`config.mk`:
```
export PLATFORM = sky130hd
export DESIGN_NAME = dpll_seq
export DESIGN_NICKNAME = d
export VERILOG_FILES = /design/src/rtl/dpll_seq.sv
export SDC_FILE = /design/constraint.sdc
export NUM_CORES = 1
export LEC_CHECK = 0
export ABC_CLOCK_PERIOD_IN_PS = 2980
export CORE_ASPECT_RATIO = 1.2
export CORE_UTILIZATION = 48
export DETAILED_ROUTE_END_ITERATION = 16
export MAX_ROUTING_LAYER = met4
export PLACE_DENSITY = 0.8
export SETUP_SLACK_MARGIN = 0.05
export SYNTH_ARGS = -nofsm -noshare
export SYNTH_HDL_FRONTEND = slang
export SYNTH_SLANG_ARGS = --single-unit
```
`constraint.sdc`:
```
create_clock -name osc -period 2.98 [get_ports osc]
set_input_delay 0.596 -clock osc [delete_from_list [all_inputs] [get_ports osc]]
set_output_delay 0.596 -clock osc [all_outputs]
set_load 0.05 [all_outputs]
```
`src/rtl/dpll_seq.sv`:
```
// Bring-up and reconfiguration sequencer for digital_pll, clocked by the PLL reference.
// Owns all PLL control inputs and runs reset/settle timing around configuration changes.
module dpll_seq #(
  parameter int unsigned RST_CYC         = 5,
  parameter int unsigned SETTLE_CYC      = 10,
  parameter int unsigned TRIM_SETTLE_CYC = 5,
  parameter logic [4:0]  DIV_RST         = 5'd8
) (
  input  logic        osc,
  input  logic        reset,
  input  logic        en,
  input  logic        cfg_valid,
  output logic        cfg_ready,
  input  logic [4:0]  cfg_div,
  input  logic        cfg_dco,
  input  logic [25:0] cfg_trim,
  output logic        pll_enable,
  output logic        pll_resetb,
  output logic [4:0]  pll_div,
  output logic        pll_dco,
  output logic [25:0] pll_ext_trim,
  output logic        pll_ready,
  output logic        busy
);

  localparam logic [15:0] RST_LOAD    = 16'(RST_CYC - 1);
  localparam logic [15:0] SETTLE_LOAD = 16'(SETTLE_CYC - 1);
  localparam logic [15:0] TRIM_LOAD   = 16'(TRIM_SETTLE_CYC - 1);

  typedef enum logic [1:0] {S_OFF, S_RST, S_SETTLE, S_RUN} state_t;

  state_t      state, state_next;
  logic [15:0] cnt, cnt_next;
  logic        hs;
  logic        trim_only;

  assign cfg_ready = ((state == S_OFF) || (state == S_RUN)) && !reset;
  assign hs        = cfg_valid && cfg_ready;
  assign trim_only = cfg_dco && pll_dco && (cfg_div == pll_div);

  always_comb begin
    state_next = state;
    cnt_next   = cnt;
    case (state)
      S_OFF: begin
        if (en) begin
          state_next = S_RST;
          cnt_next   = RST_LOAD;
        end
      end
      S_RST: begin
        if (!en) begin
          state_next = S_OFF;
        end else if (cnt == '0) begin
          state_next = S_SETTLE;
          cnt_next   = SETTLE_LOAD;
        end else begin
          cnt_next = cnt - 16'd1;
        end
      end
      S_SETTLE: begin
        if (!en) begin
          state_next = S_OFF;
        end else if (cnt == '0) begin
          state_next = S_RUN;
        end else begin
          cnt_next = cnt - 16'd1;
        end
      end
      S_RUN: begin
        if (!en) begin
          state_next = S_OFF;
        end else if (hs) begin
          if (trim_only) begin
            state_next = S_SETTLE;
            cnt_next   = TRIM_LOAD;
          end else begin
            state_next = S_RST;
            cnt_next   = RST_LOAD;
          end
        end
      end
      default: state_next = S_OFF;
    endcase
  end

  // Loading all three fields on a trim-only update is equivalent to loading trim
  // alone, since div and dco already match the request.
  always_ff @(posedge osc or posedge reset) begin
    if (reset) begin
      state        <= S_OFF;
      cnt          <= '0;
      pll_div      <= DIV_RST;
      pll_dco      <= 1'b0;
      pll_ext_trim <= '0;
      pll_enable   <= 1'b0;
      pll_resetb   <= 1'b0;
      pll_ready    <= 1'b0;
      busy         <= 1'b0;
    end else begin
      state      <= state_next;
      cnt        <= cnt_next;
      pll_enable <= (state_next != S_OFF);
      pll_resetb <= (state_next == S_SETTLE) || (state_next == S_RUN);
      pll_ready  <= (state_next == S_RUN);
      busy       <= (state_next == S_RST) || (state_next == S_SETTLE);
      if (hs) begin
        pll_div      <= cfg_div;
        pll_dco      <= cfg_dco;
        pll_ext_trim <= cfg_trim;
      end
    end
  end

endmodule

```
==> results.tsv, run 1 <==
metric	value	unit
cts_tree	built	
dp.final_hpwl	4334	um
fin_crit	2688	ps
clock.fmax	0.3721	GHz
synthArstFlopShare	1.000	
layout.nets	347	
grt_start_max_net_pins	46	
finClkSkew	5.348	ps
overflow	0	
p_leak	0.001486	uW
wire_per_inst	16.08	um
peakVddDrop	0.7948	mV
finalSetupViolations	0	
synth_top_area_frac	0.4910	
synth-seq-cells	54	
worstPathArrival	2880	ps
htree_levels	2	
relSlewSlack	0.6341	
hold_path_class	reg -> reg	
drv_slew	0	
ys.flop_type	dfrtp_1	
synthTopCellsByCount	dfrtp_1, mux2_2, nand2_1	
slowest_delay	450	ps
ys_top_cells_by_area	dfrtp_1, mux2_2, ha_1	
syn_area_per_cell	11.90	um^2
yosysWarnings	0	
path_max_fanout	36	
post-cts-setup-buffers	0	
drtPass1Iterations	4	
hold_viol	0	
diodes	0	
area_delta_synth_final	32.70	%
port_buffers	72	
powerDensity	1252	mW/mm^2
fin_area	0.003585	mm^2
startpoint	state[0]	
grt_pass1_wl	9998	um
clk_path_buf_depth	2	
synth-seq-area-share	0.5007	
die_h	84.18	um
ios	73	
yosys.area.top_type	dfrtp_1	
fin_crit_sh	0.9019	
drive_gt1_frac	0.2046	
path_cells	inv_1 -> ha_1 -> nor3b_2 -> buf_4 -> a31oi_1 -> a21o_1 -> ha_1 -> or2_2	
path_clk_slew	90	ps
crit_buf_inv	2	
fill_cells	416	
rows	29	
ys_types	52	
cts-resized-gates	0	
detail_route.iter0.violations	105	
routed_via_density	5.712	
cp.required	3180	ps
antenna_found_initial	0	
worstSetupPathType	reg -> reg	
cts_hold_buf	0	
hold_path.startpoint	pll_ext_trim[0]	
place.gp.congestion	0.8525	
grt_pass1_vias	2125	
die_width	70.48	um
netlist_instances	227	
grtUsageTotal	0.2193	
drv_cap	0	
syn_nets	272	
reg2reg_from	state[0]	
num_vias	2085	
place_area	0.003478	mm^2
crit_path_start_kind	flop	
ant_nets	0	
clk_latency	310	ps
rsz0062_at_grt	false	
crit_path_end_kind	flop	
crit_slowest_cell	dfrtp_1	
start_util	0.5030	
numCtsBuffers	5	
cts.sink_count	54	
cp_top_family	adder cells	
status	completed	
synth_edf_count	0	
setup_tns	0	ps
drt_wl_total	5870	um
core-area	0.005370	mm^2
syn_area	0.002701	mm^2
die_area	0.005933	mm^2
clockRootBuffer	clkbuf_8	
path_common_cell	ha_1	
drc	0	
tightest_slew	547.2	ps
synth_most_common_cell	dfrtp_1	
stage by stage:
step           std cells  hold slack, ps  utilization  power (uW)  setup WS (ps)
2_1_floorplan        227           510.3            -        3240          565.2
3_3_place_gp         357           489.6       0.6477        3966          313.5
3_5_place_dp         357           494.3       0.6477        4020          239.3
4_1_cts              365           517.7       0.6675        4517          295.4
5_1_grt              365           531.1       0.6675        4747          199.2
6_report             365           512.9       0.6675        4489          292.3
layout by cell type (no fill, tap or decap), drive strengths merged, types with 5 or more instances in the layout:
cell / n
clkdlybuf4s50: 71
dfrtp: 53
mux2: 32
o21ai: 15
nand2: 13
nor2: 12
inv: 11
ha: 9
a21oi: 8
clkbuf: 7
a31oi: 6
nand4: 6
xor2: 6
a22oi: 5
o31ai: 5
state kept, by name, indices dropped and copies added (netlist names):
name	flops
busy	1
cnt	16
pll_dco	1
pll_div	5
pll_enable	1
pll_ext_trim	26
pll_ready	1
pll_resetb	1
state	2
area by class of cell:
class / count / area (um^2) / share of cell area
multi-input combinational: 155 / 1254 / 0.3497
timing repair buffer: 75 / 753.2 / 0.2101
clock inverter: 1 / 30.03 / 0.008377
tap: 62 / 77.57 / 0.02164
sequential: 54 / 1353 / 0.3773
inverter: 11 / 41.29 / 0.01152
clock buffer: 7 / 76.32 / 0.02129
power by group:
| part | switching, uW | internal [uW] | leakage (uW) |
|---|---|---|---|
| registers | 243 | 1050 | 0.000672 |
| logic | 1710 | 1010 | 0.000762 |
| clock network | 231 | 252 | 0.0000524 |
| total | 2180 | 2310 | 0.00149 |
logic make-up after synthesis:
family	share of synthesized area
DFF	0.5007
adders and majority gates	0.04169
and+or+nand+nor	0.1232
AOI/OAI and AO/OA	0.1413
buffers and inverters	0.03706
muxes	0.1334
xor gates and xnor gates	0.02270
per-layer routing:
metal	global-route usage	up-vias	routed length (um)
met1	0.2871	1031	2538
met5	-	-	0
li1	-	984	-
met4	0.05195	0	50
met3	0.04922	5	297
met2	0.3486	65	2984
worst paths after layout:
check | end | slack (ps) | cells past startpoint
worst min-delay path | pll_ext_trim[0] | 510 | 1
worst min register to register | pll_ext_trim[0] | 510 | 1
worst max register to register | pll_resetb | 290 | 8
worst max-delay path | pll_resetb | 290 | 8
max in group asynchronous | pll_div[3] | 1840 | 3
min in group asynchronous | pll_ext_trim[16] | 580 | 2
Note: power is estimated with default switching activity, not from simulation.
==> run 2: changes to the inputs <==
- CORE_UTILIZATION: 48 -> 50
- CTS_BUF_LIST: unset -> sky130_fd_sc_hd__clkbuf_8
- HOLD_SLACK_MARGIN: unset -> 0.02
- PLACE_DENSITY: 0.8 -> 0.82
==> run 2 against run 1 <==
- cell count down 0.27%
- largest cell class unchanged
- worst setup slack better by 14 ps
- die area down 3.9%
- critical path depth unchanged
- flip-flop and latch count unchanged
- fmax up 0.54%
- core utilization up 3.4 points
- hold slack about the same
- global-route usage down 0.10 points
- non-clock buffer count up 1
==> results.tsv, run 2 (same netlist as run 1, synthesis figures left out) <==
metric	value	unit
status	completed	
cts.sink_count	54	
start_util	0.5318	
top_register	pll_ext_trim	
place.gp.congestion	0.8555	
routed_via_density	5.780	
worstSetupPathType	reg -> reg	
crit_slowest_cell	dfrtp_1	
clk_path_buf_depth	2	
crit_buf_inv	2	
worstPathArrival	2860	ps
grtUsageTotal	0.2183	
ios	73	
layout_common_cells	clkdlybuf4s50_1, dfrtp_1, mux2_2	
hold_path_class	reg -> reg	
power.total	4422	uW
antenna_found_initial	0	
path_clk_slew	90	ps
wire_per_inst	15.34	um
num_vias	2104	
fin_crit_sh	0.8971	
place_area	0.003471	mm^2
path_max_fanout	36	
post-cts-setup-buffers	0	
drtPass1Iterations	4	
overflow	0	
largest_reg_flops	26	
layout.nets	348	
slowest_delay	450	ps
fill_cells	365	
ant_nets	0	
swShare	0.4932	
core-area	0.005080	mm^2
powerDensity	1240	mW/mm^2
drv_slew	0	
tightest_slew	570.8	ps
die_area	0.005702	mm^2
drv_cap	0	
rows	28	
die_h	82.52	um
p_leak	0.001481	uW
fin_crit	2673	ps
rsz0062_at_grt	false	
grt_pass1_wl	9570	um
clockRootBuffer	clkbuf_8	
htree_levels	2	
area_delta_synth_final	32.01	%
drive_gt1_frac	0.2138	
grt_start_max_net_pins	37	
peakVddDrop	0.7621	mV
cts_hold_buf	0	
crit_path_start_kind	flop	
internal-power	2241	uW
port_buffers	72	
drc	0	
cp.required	3160	ps
detail_route.iter0.violations	193	
finalSetupViolations	0	
numCtsBuffers	5	
fin_area	0.003566	mm^2
setup_tns	0	ps
layout_commonest_cell	clkdlybuf4s50_1	
drt_wl_total	5585	um
path_cells	inv_1 -> ha_1 -> nor3b_2 -> buf_4 -> a31oi_1 -> a21o_1 -> ha_1 -> or2_2	
finClkSkew	11.55	ps
diodes	0	
cts_tree	built	
die_width	69.10	um
dp.final_hpwl	4160	um
power_frac_comb	0.613	
p_clk_frac	0.095	
largestRegisters	pll_ext_trim x26, cnt x16, pll_div x5	
power_switching	2181	uW
clock.fmax	0.3741	GHz
clk_latency	300	ps
cp_top_family	adder cells	
cts-resized-gates	0	
seq_power_share	0.292	
path_common_cell	ha_1	
crit_path_end_kind	flop	
relSlewSlack	0.6189	
grt_pass1_vias	2066	
hold_viol	0	
-- run 2: cell count changes in the layout (fill, tap and decap cells not counted), sizes merged --
cell      change
buf           +1
clkinvlp      +1
clkinv        +1
clkbuf        -1
bufinv        -1
-- run 2: routing by layer --
metal  track usage  share of wire
met2        0.3388           0.48
met3       0.05218          0.064
met1        0.2893           0.45
met4       0.05918          0.011
met5             -              0
-- run 2: area by class of cell --
cell class	count	area, um^2	share of cell area
inverters	11	41.29	0.01158
well taps	60	75.07	0.02105
flip-flops and latches	54	1353	0.3793
repair buffers	76	748.2	0.2098
multi-input cells	155	1254	0.3516
clock buffers	6	82.58	0.02316
clock inverters	2	12.51	0.003509
-- run 2: worst paths after layout --
kind | slack [ps] | depth (start not counted) | to | from
setup / recovery | 310 | 8 | pll_resetb | state[0]
hold / removal | 510 | 1 | pll_ext_trim[19] | pll_ext_trim[19]
setup reg to reg | 310 | 8 | pll_resetb | state[0]
hold reg to reg | 510 | 1 | pll_ext_trim[19] | pll_ext_trim[19]
max in group asynchronous | 1580 | 3 | pll_div[3] | reset
min in group asynchronous | 730 | 2 | pll_ext_trim[0] | reset
-- run 2: worst register-to-register path: cells and delay by family (launching register included) --
kind                     cells  cell delay [ps]
buffers and inverters        2              550
flip-flops                   1              450
AND/OR/NAND/NOR              2              560
AO/OA/AOI/OAI                2              410
adder cells (fa/ha/maj)      2              610
-- run 2: power groups by stage --
stage                     Sequential, uW  Combinational (uW)  Clock (uW)
after global placement              1290                2670           0
after floorplan                     2120                1120           0
after global routing                1340                2890         463
after CTS                           1290                2720         431
final                               1290                2710         421
after detailed placement            1300                2710           0
-- run 2: metrics by stage --
step	hold slack (ps)	std cells	util	setup slack (ps)
3_3_place_gp	489.0	356	0.6833	314.8
5_1_grt	534.9	364	0.7020	101.1
2_1_floorplan	510.3	227	-	565.2
4_1_cts	517.7	364	0.7020	293.8
3_5_place_dp	495.1	356	0.6833	243.0
6_report	513.3	364	0.7020	306.7
